`src/rtl/tm1638_req_if.sv`:
```
// tm1638_req_if: one requester's update request toward the scheduler.
// Level req held until the one-clk ack pulse.
interface tm1638_req_if;
  logic        req;
  logic [7:0]  mask;
  logic [31:0] value;
  logic [7:0]  dp;
  logic        ack;

  modport master (
    output req, mask, value, dp,
    input  ack
  );

  modport slave (
    input  req, mask, value, dp,
    output ack
  );
endinterface

```
`src/rtl/tm1638_sched.sv`:
```
// tm1638_sched: shares the TM1638 driver between two requesters,
// expanding each request into per-digit writes plus a transfer holdoff.
module tm1638_sched #(
  parameter int HOLDOFF = 440
) (
  input  logic        clk,
  input  logic        reset,
  input  logic        clken,
  tm1638_req_if.slave a,
  tm1638_req_if.slave b,
  output logic        wr,
  output logic [7:0]  mask,
  output logic [7:0]  data,
  output logic        busy
);
  localparam int CW = $clog2(HOLDOFF + 1);
  localparam logic [CW-1:0] HMAX = CW'(HOLDOFF);

  typedef enum logic [2:0] {
    IDLE, SCAN, WR_HI, WR_LO, HOLD
  } state_t;

  state_t        state;
  logic          ptr_b;
  logic          issued;
  logic          a_ack;
  logic          b_ack;
  logic [7:0]    lmask;
  logic [7:0]    ldp;
  logic [31:0]   lval;
  logic [CW-1:0] cnt;
  logic [2:0]    top;
  logic [3:0]    nib;
  logic          grant_b;

  function automatic logic [6:0] seg(
    input logic [3:0] n
  );
    logic [6:0] s;
    unique case (n)
      4'h0: s = 7'h7B;
      4'h1: s = 7'h30;
      4'h2: s = 7'h6D;
      4'h3: s = 7'h75;
      4'h4: s = 7'h36;
      4'h5: s = 7'h57;
      4'h6: s = 7'h5F;
      4'h7: s = 7'h70;
      4'h8: s = 7'h7F;
      4'h9: s = 7'h77;
      4'hA: s = 7'h7E;
      4'hB: s = 7'h1F;
      4'hC: s = 7'h4B;
      4'hD: s = 7'h3D;
      4'hE: s = 7'h4F;
      4'hF: s = 7'h4E;
    endcase
    return s;
  endfunction

  // Highest pending digit bit, so digits go out leftmost first.
  always_comb begin
    top = 3'd0;
    for (int i = 0; i < 8; i++)
      if (lmask[i]) top = 3'(i);
  end

  assign nib     = lval[{top, 2'b00} +: 4];
  assign grant_b = b.req & (~a.req | ptr_b);
  assign a.ack   = a_ack;
  assign b.ack   = b_ack;

  always_ff @(posedge clk) begin
    if (reset) begin
      state  <= IDLE;
      ptr_b  <= 1'b0;
      issued <= 1'b0;
      a_ack  <= 1'b0;
      b_ack  <= 1'b0;
      lmask  <= '0;
      ldp    <= '0;
      lval   <= '0;
      cnt    <= '0;
      wr     <= 1'b0;
      mask   <= '0;
      data   <= '0;
      busy   <= 1'b0;
    end else begin
      a_ack <= 1'b0;
      b_ack <= 1'b0;
      if (clken) begin
        if (cnt < HMAX) cnt <= cnt + 1'b1;
        unique case (state)
          IDLE: begin
            if (a.req || b.req) begin
              unique case (1'b1)
                grant_b: begin
                  lmask <= b.mask;
                  lval  <= b.value;
                  ldp   <= b.dp;
                  b_ack <= 1'b1;
                  ptr_b <= 1'b0;
                end
                default: begin
                  lmask <= a.mask;
                  lval  <= a.value;
                  ldp   <= a.dp;
                  a_ack <= 1'b1;
                  ptr_b <= 1'b1;
                end
              endcase
              issued <= 1'b0;
              busy   <= 1'b1;
              state  <= SCAN;
            end
          end
          SCAN: begin
            if (lmask != 8'h00) begin
              mask  <= 8'h01 << top;
              data  <= {~ldp[top], seg(nib)};
              state <= WR_HI;
            end else if (issued) begin
              mask  <= '0;
              data  <= '0;
              state <= HOLD;
            end else begin
              busy  <= 1'b0;
              state <= IDLE;
            end
          end
          WR_HI: begin
            wr <= 1'b1;
            // Holdoff is timed from the first strobe of the request.
            if (!issued) begin
              cnt    <= '0;
              issued <= 1'b1;
            end
            state <= WR_LO;
          end
          WR_LO: begin
            wr         <= 1'b0;
            lmask[top] <= 1'b0;
            state      <= SCAN;
          end
          HOLD: begin
            if (cnt >= HMAX) begin
              busy  <= 1'b0;
              state <= IDLE;
            end
          end
          default: state <= IDLE;
        endcase
      end
    end
  end
endmodule

```
`src/flat_wrapper.sv`:
```
// flat-port wrapper written by rule: the top's interface ports become plain ports
module tm1638_sched_flat 
#(
  parameter int HOLDOFF = 440
)
  (clk, reset, clken, wr, mask, data, busy, a_req, a_mask, a_value, a_dp, a_ack, b_req, b_mask, b_value, b_dp, b_ack);
  tm1638_req_if a_i ();
  tm1638_req_if b_i ();
  input  logic clk;
  input  logic reset;
  input  logic clken;
  output logic wr;
  output logic [7:0] mask;
  output logic [7:0] data;
  output logic busy;
  input wire logic [$bits(a_i.req)-1:0] a_req;
  input wire logic [$bits(a_i.mask)-1:0] a_mask;
  input wire logic [$bits(a_i.value)-1:0] a_value;
  input wire logic [$bits(a_i.dp)-1:0] a_dp;
  output wire logic [$bits(a_i.ack)-1:0] a_ack;
  input wire logic [$bits(b_i.req)-1:0] b_req;
  input wire logic [$bits(b_i.mask)-1:0] b_mask;
  input wire logic [$bits(b_i.value)-1:0] b_value;
  input wire logic [$bits(b_i.dp)-1:0] b_dp;
  output wire logic [$bits(b_i.ack)-1:0] b_ack;
  assign a_i.req = a_req;
  assign a_i.mask = a_mask;
  assign a_i.value = a_value;
  assign a_i.dp = a_dp;
  assign a_ack = a_i.ack;
  assign b_i.req = b_req;
  assign b_i.mask = b_mask;
  assign b_i.value = b_value;
  assign b_i.dp = b_dp;
  assign b_ack = b_i.ack;
  tm1638_sched #(.HOLDOFF(HOLDOFF)) u_core (.clk(clk), .reset(reset), .clken(clken), .a(a_i), .b(b_i), .wr(wr), .mask(mask), .data(data), .busy(busy));
endmodule
```
`config.mk`:
```
export PLATFORM = sky130hd
export DESIGN_NAME = tm1638_sched_flat
export DESIGN_NICKNAME = d
export VERILOG_FILES = /design/src/rtl/tm1638_req_if.sv /design/src/rtl/tm1638_sched.sv /design/src/flat_wrapper.sv
export SDC_FILE = /design/constraint.sdc
export NUM_CORES = 1
export LEC_CHECK = 0
export ABC_AREA = 1
export CORE_UTILIZATION = 25
export CTS_BUF_LIST = sky130_fd_sc_hd__clkbuf_8 sky130_fd_sc_hd__clkbuf_16
export DETAILED_ROUTE_END_ITERATION = 8
export PLACE_DENSITY = 0.5
export SLEW_MARGIN = 10
export SYNTH_ARGS = -nofsm -noshare
export SYNTH_HDL_FRONTEND = slang
export SYNTH_SLANG_ARGS = --single-unit
```
`constraint.sdc`:
```
create_clock -name clk -period 2 [get_ports clk]
set_input_delay 0.6 -clock clk [delete_from_list [all_inputs] [get_ports clk]]
set_output_delay 0.6 -clock clk [all_outputs]
set_load 0.05 [all_outputs]
```
==> reports/metrics.yaml <==
run:
  max_cap_violations: 0
sta:
  rsz0062_at_grt: "yes"
  tightest_slew_ps: 478
  setup_viol: 1
  postLayoutSetupSlackWorst_ps: -1.80
  hold_viol: 0
  post-route-period-util_pct: 100
  finalWorstPathRequiredPeriod_ps: 2000
  clock_skew_ps: 8.13
  fmax_ghz: 0.500
  slew_headroom_pct: 67.9
  drv_slew: 0
die:
  start_util_pct: 25.8
  die_x_um: 134
  ios: 121
  core_sq_um: 16800
  die_y_um: 134
  die_area_sq_um: 17800
  rows: 47
routing:
  routed_wl_um: 14000
  drtIter0Drc: 314
  vias: 4663
  drc: 0
  wl_per_cell_um: 13.5
  first_pass_iters: 5
  postRouteAntennaNets: 0
  vias_per_cell: 4.51
power_and_ir_drop:
  vdd_drop_max_uv: 553
  finalPower_mw: 8.12
  p_leak_nw: 2.73
  p_per_area_nw_per_um2: 1230
worst_hold_path:
  min_path_type: "flop to flop"
  hold_path_depth: 2
global_route:
  grt_pass1_wl_um: 22700
  grt_max_degree: 42
  antenna_found_initial: 0
  overflow: 0
  grt_pass1_vias: 4725
  grtUsageTotal_pct: 16.1
logic_synthesis:
  synth_nets: 745
  synthArstFlopShare_pct: 0
  yosys_warnings: 0
  synthesis.area_sq_um: 4320
  synth_area_leaders: "dfxtp_1 (38%), nand2_1 (18%), nand3_1 (8.8%)"
  yosysSeqAreaShare_pct: 38.0
  synth_top_area_share_pct: 38.0
  synth_edf_count: 0
  syn_inst: 639
  ys_seq_elements: 82
  synth_flop_cell: "dfxtp_1"
  yosysTopAreaCell: "dfxtp_1"
  syn_avg_cell_area_sq_um: 6.77
  synth_cell_type_count: 38
critical_path:
  worst_path_most_repeated_cell: "nand2_1"
  reg2reg_depth: 20
  required_ps: 2230
  crit_chain: "inv_2 -> nand2_2 -> nand2_2 -> nand2_2 -> nand2_4 -> nor2_4 -> nand2_1 -> nand2_1 -> inv_1 -> nand3_1 -> nand2_1 -> nand2_4 -> ha_4 -> nand3_1 -> nand2_1 -> inv_1 -> nand2_1 -> nand2_1 -> nand2_1 -> a21oi_2"
  cpMaxStageDelayCell: "dfxtp_2"
  crit_path_end_kind: "flop"
  cp_top_family: "simple AND/OR/NAND/NOR gates"
  criticalPathCategory: "flop to flop"
  cp_num_cells: 20
  crit_fanout: 5
  cp_slowest_stage_delay_ps: 320
  cp_num_buf_inv: 3
  crit_path_start_kind: "flop"
  arrival_ps: 2230
clocking:
  clk_latency_ps: 350
  cts_tree: "yes"
  cts_hold_buf: 0
  cts_buffers: 9
  htreeDepth: 3
  clock_sink_count: 82
  cts_buffer_depth: 2
  clockRootBuffer: "clkbuf_16"
  clk_pin_slew_ps: 60
cells_and_area:
  diodes: 0
  fillers: 1748
  nets: 915
  drive_above_1_share_pct: 20.3
  area_growth_pct: 52.3
status:
  violations: "setup timing"
  status: "complete, but fails checks"
placed_design:
  dp_hpwl_um: 10700
  place_congestion: 0.854
  pre_cts_slack_ps: -194
  port_buffers: 120
[report_power, final]
| part | total (mW) | internal [mW] | switching [mW] |
|---|---|---|---|
| clock | 1.57 | 0.847 | 0.723 |
| combinational | 4.52 | 1.93 | 2.59 |
| sequential | 2.02 | 1.87 | 0.153 |
[cell usage after synthesis, types with 2 or more instances]
master and instances:
nand2_1 208, dfxtp_1 82, nand3_1 76, nor2_1 53, inv_1 51, a21oi_1 36
o211ai_1 14, o21ai_0 14, buf_2 11, nor3_1 10, clkbuf_1 8, inv_2 7
nand2_2 7, nand2_4 7, nand4_1 7, a211oi_1 6, ha_1 5, nor2_4 4
a21oi_2 3, buf_4 3, buf_6 3, nand3_2 3, clkinv_1 2, nand3b_1 2
nor2_2 2, o21ai_1 2, xor2_1 2
[timing repair]
| action | 4_1_cts | 5_1_grt |
|---|---|---|
| setup buffers | 4 | 6 |
| setup endpoints to repair | 6 | 10 |
| resized for setup | 5 | 29 |
| cloned | 0 | 1 |
| pin swaps | 2 | 16 |
[per-stage QoR]
stage	util [%]	setup TNS (ps)	cells	hold WS, ps	cell area [sq um]
global route	39.3	-805	1034	494	6590
floorplan	-	0	639	433	4320
CTS	38.3	-108	1027	469	6420
finish	39.3	-1.80	1034	471	6590
detailed placement	36.3	-7830	1007	459	6090
global placement	36.3	-8150	1007	456	6090
[routing by layer]
layer | GRT usage [%] | share of wire, % | up-vias
met4 | 5.68 | 2.0 | 0
met2 | 25.2 | 44 | 136
met1 | 21.7 | 49 | 2098
met3 | 3.46 | 5.1 | 19
met5 | 0 | 0 | -
li1 | - | - | 2410
[tightest hold or removal path: stages, from the launching register on]
cell and delay, ps:
dfxtp_1 310, nand2_1 60, a21oi_1 50
[state kept, by name (all words and copies together) (netlist names), 3 cells and up]
name / flops
u_core.lmask: 8
u_core.state: 3
u_core.ldp: 8
u_core.mask: 8
u_core.lval: 32
u_core.cnt: 9
u_core.data: 8
[final timing paths]
check | start | endpoint | slack (ps)
max | u_core.lmask[2]$_SDFFE_PP0P_ | u_core.data[6]$_SDFFE_PP0P_ | -2
min | u_core.mask[3]$_SDFFE_PP0P_ | u_core.mask[3]$_SDFFE_PP0P_ | 470
max reg2reg | u_core.lmask[2]$_SDFFE_PP0P_ | u_core.data[6]$_SDFFE_PP0P_ | -2
min reg2reg | u_core.mask[3]$_SDFFE_PP0P_ | u_core.mask[3]$_SDFFE_PP0P_ | 470
[cell type report]
class                           instances  area [sq um]  area share (%)
Sequential cell                        82          1640            25.0
Clock inverter                          7          53.8           0.817
Multi-Input combinational cell        473          2460            37.3
Clock buffer                            9           225            3.42
Tap cell                              220           275            4.18
Inverter                               60           225            3.42
Timing Repair Buffer                  183          1710            25.9
[logic make-up after synthesis]
family	count (synthesis)	share of synthesized area (%)
adders and majority gates	5	1.45
DFF	82	38.0
and+or+nand+nor	385	40.3
AOI/OAI and AO/OA	80	11.4
buffers and inverters	85	8.48
xor gates and xnor gates	2	0.405
[placed cells by master (no fill, tap or decap), types with 3 or more instances in the layout]
cell type        Yosys  final
clkdlybuf4s50_1      0    100
a211oi_1             6      6
inv_2                7      8
nor2_1              53     47
nand2_4              7      7
o211ai_1            14     14
dfxtp_1             82     80
nor3_1              10      9
nand2_1            208    203
buf_12               0      6
a21oi_1             36     35
nor2_4               4      5
nand3_1             76     70
clkbuf_16            0      9
o21ai_0             14     14
a21oi_2              3      4
buf_4                3     75
nand3_2              3      8
clkinvlp_4           0      3
nand4_1              7      7
nand2_2              7     11
nor2_2               2      7
inv_1               51     50
No activity file was read; power rests on OpenSTA's default activity.
